--- config.mk ---
export PLATFORM = sky130hd
export DESIGN_NAME = recursion_stack
export DESIGN_NICKNAME = d
export VERILOG_FILES = /design/src/rtl/rstack_pkg.sv /design/src/rtl/stack_ram.sv /design/src/rtl/recursion_stack.sv
export SDC_FILE = /design/constraint.sdc
export NUM_CORES = 1
export LEC_CHECK = 0
export CELL_PAD_IN_SITES_DETAIL_PLACEMENT = 0
export CELL_PAD_IN_SITES_GLOBAL_PLACEMENT = 1
export CORE_MARGIN = 2
export CORE_UTILIZATION = 35
export CTS_CLUSTER_DIAMETER = 80
export DETAILED_ROUTE_END_ITERATION = 7
export DONT_BUFFER_PORTS = 1
export HOLD_SLACK_MARGIN = 0.12
export PLACE_DENSITY_LB_ADDON = 0.3
export SETUP_SLACK_MARGIN = 0.4
export SYNTH_ARGS = -nofsm -noshare
export SYNTH_HDL_FRONTEND = slang
export SYNTH_HIERARCHICAL = 1
export SYNTH_SLANG_ARGS = --single-unit
--- constraint.sdc ---
create_clock -name clk -period 14.11 [get_ports clk]
set_clock_uncertainty 0.1 [all_clocks]
set_input_delay 2.822 -clock clk [delete_from_list [all_inputs] [get_ports clk]]
set_output_delay 2.822 -clock clk [all_outputs]
set_load 0.01 [all_outputs]
--- src/rtl/rstack_pkg.sv ---
// ============================================================================
// Module      : rstack_pkg
// Description : Shared constants and helpers for the recursion stack.
// Revision    : 1.0 - initial release
// ============================================================================
`default_nettype none

package rstack_pkg;

  // Behaviour selected for a push that arrives while the stack is full.
  localparam int OVF_DROP = 0;
  localparam int OVF_WRAP = 1;

  // Width of a pointer that addresses every entry of a DEPTH-deep stack.
  function automatic int ptrWidth(input int depth);
    return (depth <= 2) ? 1 : $clog2(depth);
  endfunction

endpackage : rstack_pkg

`default_nettype wire

--- src/rtl/stack_ram.sv ---
// ============================================================================
// Module      : stack_ram
// Description : DEPTH x DATA_W storage, synchronous write, asynchronous read.
// Revision    : 1.0 - initial release
// ============================================================================
`default_nettype none

module stack_ram
  import rstack_pkg::*;
#(
  parameter int DATA_W = 32,
  parameter int DEPTH  = 16,
  parameter int ADDR_W = ptrWidth(DEPTH)
) (
  input  logic              clk,
  input  logic              we,
  input  logic [ADDR_W-1:0] waddr,
  input  logic [DATA_W-1:0] wdata,
  input  logic [ADDR_W-1:0] raddr,
  output logic [DATA_W-1:0] rdata
);

  logic [DATA_W-1:0] r_mem [DEPTH];

  // Contents are deliberately left unreset; the owner masks stale data.
  always_ff @(posedge clk) begin
    if (we) begin
      r_mem[waddr] <= wdata;
    end
  end

  assign rdata = r_mem[raddr];

endmodule : stack_ram

`default_nettype wire

--- src/rtl/recursion_stack.sv ---
// ============================================================================
// Module      : recursion_stack
// Description : Parametrised call/return LIFO with occupancy, status and
//               sticky error flags; overflow either drops or wraps.
// Revision    : 1.0 - initial release
// ============================================================================
`default_nettype none

module recursion_stack
  import rstack_pkg::*;
#(
  parameter int DATA_W   = 32,
  parameter int DEPTH    = 16,
  parameter int OVF_MODE = OVF_DROP
) (
  input  logic                         clk,
  input  logic                         rst,
  input  logic                         push,
  input  logic                         pop,
  input  logic                         flush,
  input  logic                         clear_err,
  input  logic [DATA_W-1:0]            din,
  output logic [DATA_W-1:0]            dout,
  output logic [ptrWidth(DEPTH):0]     count,
  output logic                         empty,
  output logic                         full,
  output logic                         overflow,
  output logic                         underflow
);

  localparam int c_ptrW = ptrWidth(DEPTH);
  localparam int c_cntW = c_ptrW + 1;
  localparam logic [c_cntW-1:0] c_fullCount = c_cntW'(DEPTH);
  localparam logic [c_cntW-1:0] c_oneCount  = c_cntW'(1);
  localparam logic [c_ptrW-1:0] c_onePtr    = c_ptrW'(1);
  localparam bit c_wrapEn = (OVF_MODE == OVF_WRAP);

  logic [c_ptrW-1:0] r_topPtr;
  logic [c_cntW-1:0] r_count;
  logic              r_overflow;
  logic              r_underflow;

  logic              w_isEmpty;
  logic              w_isFull;
  logic [c_ptrW-1:0] w_topInc;
  logic [c_ptrW-1:0] w_topDec;
  logic [c_ptrW-1:0] w_nextTop;
  logic [c_cntW-1:0] w_nextCount;
  logic              w_setOvf;
  logic              w_setUdf;
  logic              w_ramWe;
  logic [c_ptrW-1:0] w_ramWaddr;
  logic [DATA_W-1:0] w_ramRdata;

  assign w_isEmpty = (r_count == '0);
  assign w_isFull  = (r_count == c_fullCount);
  assign w_topInc  = r_topPtr + c_onePtr;
  assign w_topDec  = r_topPtr - c_onePtr;

  // Command decode. When full, top+1 is exactly the oldest slot, so a
  // wrapping push overwrites the oldest entry without a separate base pointer.
  always_comb begin
    w_ramWe     = 1'b0;
    w_ramWaddr  = w_topInc;
    w_nextTop   = r_topPtr;
    w_nextCount = r_count;
    w_setOvf    = 1'b0;
    w_setUdf    = 1'b0;
    if (flush) begin
      w_nextTop   = '0;
      w_nextCount = '0;
    end else begin
      unique case ({push, pop})
        2'b10: begin
          if (!w_isFull) begin
            w_ramWe     = 1'b1;
            w_nextTop   = w_topInc;
            w_nextCount = r_count + c_oneCount;
          end else begin
            w_setOvf = 1'b1;
            if (c_wrapEn) begin
              w_ramWe   = 1'b1;
              w_nextTop = w_topInc;
            end
          end
        end
        2'b01: begin
          if (!w_isEmpty) begin
            w_nextTop   = w_topDec;
            w_nextCount = r_count - c_oneCount;
          end else begin
            w_setUdf = 1'b1;
          end
        end
        2'b11: begin
          w_ramWe = 1'b1;
          if (w_isEmpty) begin
            w_setUdf    = 1'b1;
            w_nextTop   = w_topInc;
            w_nextCount = c_oneCount;
          end else begin
            w_ramWaddr = r_topPtr;
          end
        end
        default: begin
        end
      endcase
    end
  end

  always_ff @(posedge clk or posedge rst) begin
    if (rst) begin
      r_topPtr    <= '0;
      r_count     <= '0;
      r_overflow  <= 1'b0;
      r_underflow <= 1'b0;
    end else begin
      r_topPtr    <= w_nextTop;
      r_count     <= w_nextCount;
      // A fresh error outranks a simultaneous clear.
      r_overflow  <= w_setOvf | (r_overflow  & ~clear_err);
      r_underflow <= w_setUdf | (r_underflow & ~clear_err);
    end
  end

  stack_ram #(
    .DATA_W (DATA_W),
    .DEPTH  (DEPTH),
    .ADDR_W (c_ptrW)
  ) u_stackRam (
    .clk   (clk),
    .we    (w_ramWe),
    .waddr (w_ramWaddr),
    .wdata (din),
    .raddr (r_topPtr),
    .rdata (w_ramRdata)
  );

  assign dout      = w_isEmpty ? '0 : w_ramRdata;
  assign count     = r_count;
  assign empty     = w_isEmpty;
  assign full      = w_isFull;
  assign overflow  = r_overflow;
  assign underflow = r_underflow;

endmodule : recursion_stack

`default_nettype wire

==> impl_metrics.ini <==
[detailed_routing]
wl_per_cell_um = 25.34
via_per_inst = 5.244
drc = 0
drt-pass1-iter-count = 5
drtIter0Drc = 745
vias = 9344
wirelength_mm = 45.15
ant_nets = 0

[clock_tree]
cts_hold_buffers = 0
cts_tree = done
ctsResizeCount = 0
clock_tree.buffer_depth = 3
cts.sinks = 523
cts_root_buf = clkbuf_16
cts_buffers = 55
path_clk_slew_ps = 60
htreeDepth = 2
clk_latency_ps = 590
postCtsSetupBuffers = 0

[placement]
place_hpwl_mm = 24.65
portBuffers = 0
gp_congestion = 0.7013

[timing]
report.final.slew_viol_count = 0
maxSlewHeadroom_pct = 12.08
fin_crit_sh_pct = 46.10
finalHoldViolCount = 0
whs_ps = 513.8
rsz0062_at_grt = no
timing.fmax_mhz = 153.7
layout_min_cycle_time_ps = 6505
setup_viol = 0
fin_setup_tns_ps = 0
worstMarginPinSlew_ps = 1316

[critical_path]
worstSetupEndpointType = output port
crit_type = flop to output port
slowest_delay_ps = 950
path_cells = buf_12 -> mux4_2 -> a22oi_1 -> nand2_1 -> nor2b_1
cp-start-kind = flop
worst_ep_arrival_time_ps = 3580
critPathBufInv = 1
worstPathRequired_ps = 11190
critPathSlowestCell = dfrtp_4
crit_family = flip-flops
cp_max_fo = 93

[grt]
globalRouteOverflowTotal = 0
antenna_found_initial = 0
grt_util_all_layers_pct = 15.25
grt_max_degree = 94
grt_pass1_wl_mm = 66.78
grt_pass1_vias = 9825

[run]
maxCapViolCount = 0

[synthesis]
synth_cells = 949
synth_edf_count = 512
synth_commonest_cells = edfxtp_1, mux4_2, a22oi_1, nand2_1, nor2b_1
synth.largest_area_cell = edfxtp_1
netlist_area_mm2 = 0.02033
ys_top_cells_by_area = edfxtp_1, mux4_2, a22oi_1
synthesis.nets = 991
synth_top_flop_cell = edfxtp_1
yosysMostFrequentCell = edfxtp_1
yosysWarnings = 6
yosysSeqAreaShare_pct = 76.97
synthArstFlopShare_pct = 2.103
yosysTopAreaCellShare_pct = 75.62
synth.distinct_cells = 41
synth_area_per_cell_um2 = 21.42
ys_ff_latch = 523

[power]
p_clk_share_pct = 32.8
pwr-share-seq_pct = 44.1
p_sw_uw = 1202
power_density_mw_per_mm2 = 184.1
p_comb_share_pct = 23.1
netSwitchingFraction_pct = 28.29
internal_power_uw = 3048
leakage_uw = 0.007025
max-vdd-ir-drop_v = 0.00009480

[floorplan]
die_w_um = 245.0
start_util_pct = 35.31
core_area_mm2 = 0.05759
num_rows = 88
die_h_um = 245.0
io_pins = 79
dieArea_mm2 = 0.06003

[layout]
fin_nets = 1016
area_growth_pct = 13.52
fillers = 5041
diodes = 0
fin_util_pct = 40.08
drive_above_1_share_pct = 25.27

[run_status]
run_status = complete, no violations

[worst_hold_path]
min_path_type = flop to flop
flip-flops by register name, summed over array words and instances, names as in the netlist:
signal            count
u_stackRam/r_mem    512
r_topPtr              4
count                 5
overflow              1
underflow             1
tightest hold or removal path, cell delays in order (launching register included):
cell     delay (ps)
dfrtp_1         430
inv_1            70
o21ai_0          70
placed cells by master (no fill, tap or decap), types with 11 or more instances in the layout:
master / n
clkinv_1: 11
nor2_1: 12
clkbuf_16: 56
mux4_2: 128
a22oi_1: 64
nor2b_1: 35
nand2_1: 38
nor2_4: 15
buf_4: 20
edfxtp_1: 512
worst paths after layout:
check,from,endpoint,slack (ps),cells after the start
max reg2reg,r_topPtr[1],u_stackRam/r_mem[15][18],9550,7
min,underflow,underflow,510,2
max in group asynchronous,rst,r_topPtr[1],11500,1
max,r_topPtr[0],dout[15],7610,5
min reg2reg,underflow,underflow,510,2
min in group asynchronous,rst,count[0],2030,1
per-layer routing:
metal	global-route usage (%)	wire [um]
met2	24.83	22150
met5	0	0
met1	21.05	19730
met4	4.412	954
met3	2.755	2313
power by group through the flow:
stage / Combinational [uW] / Sequential [uW] / Clock, uW
2_1_floorplan: 789 / 1850 / 0
3_3_place_gp: 1010 / 1910 / 0
3_5_place_dp: 1010 / 1910 / 0
4_1_cts: 1010 / 1880 / 1430
5_1_grt: 1060 / 1890 / 1490
6_report: 981 / 1880 / 1390
cell families (layout without fill, tap and decap cells):
group	count (synthesis)	after routing	share of synthesized area, %
buffers and inverters	63	131	1.520
AO/OA/AOI/OAI	88	88	3.114
multiplexers	133	133	14.49
flip-flops	523	523	76.97
adder cells (fa/ha/maj)	4	4	0.2462
AND/OR/NAND/NOR	128	128	3.225
XOR/XNOR	10	10	0.4308
per-stage QoR:
step / total power (uW) / area [um^2] / std cells / setup WS (ps)
2_1_floorplan: 2638 / 20330 / 949 / 7019
3_3_place_gp: 2923 / 21330 / 1682 / 7900
3_5_place_dp: 2925 / 21330 / 1682 / 7858
4_1_cts: 4330 / 23080 / 1782 / 7433
5_1_grt: 4447 / 23080 / 1782 / 7244
6_report: 4250 / 23080 / 1782 / 7605
final cells by class:
type	count	area, um^2	area share (%)
clock buffers	66	1439	6.234
clock inverters	34	312.8	1.355
inverters	10	37.54	0.1626
multi-input cells	363	4507	19.53
flip-flops and latches	523	15660	67.84
well taps	765	957.2	4.147
repair buffers	21	170.2	0.7372
Power figures use the tool's default switching activity.
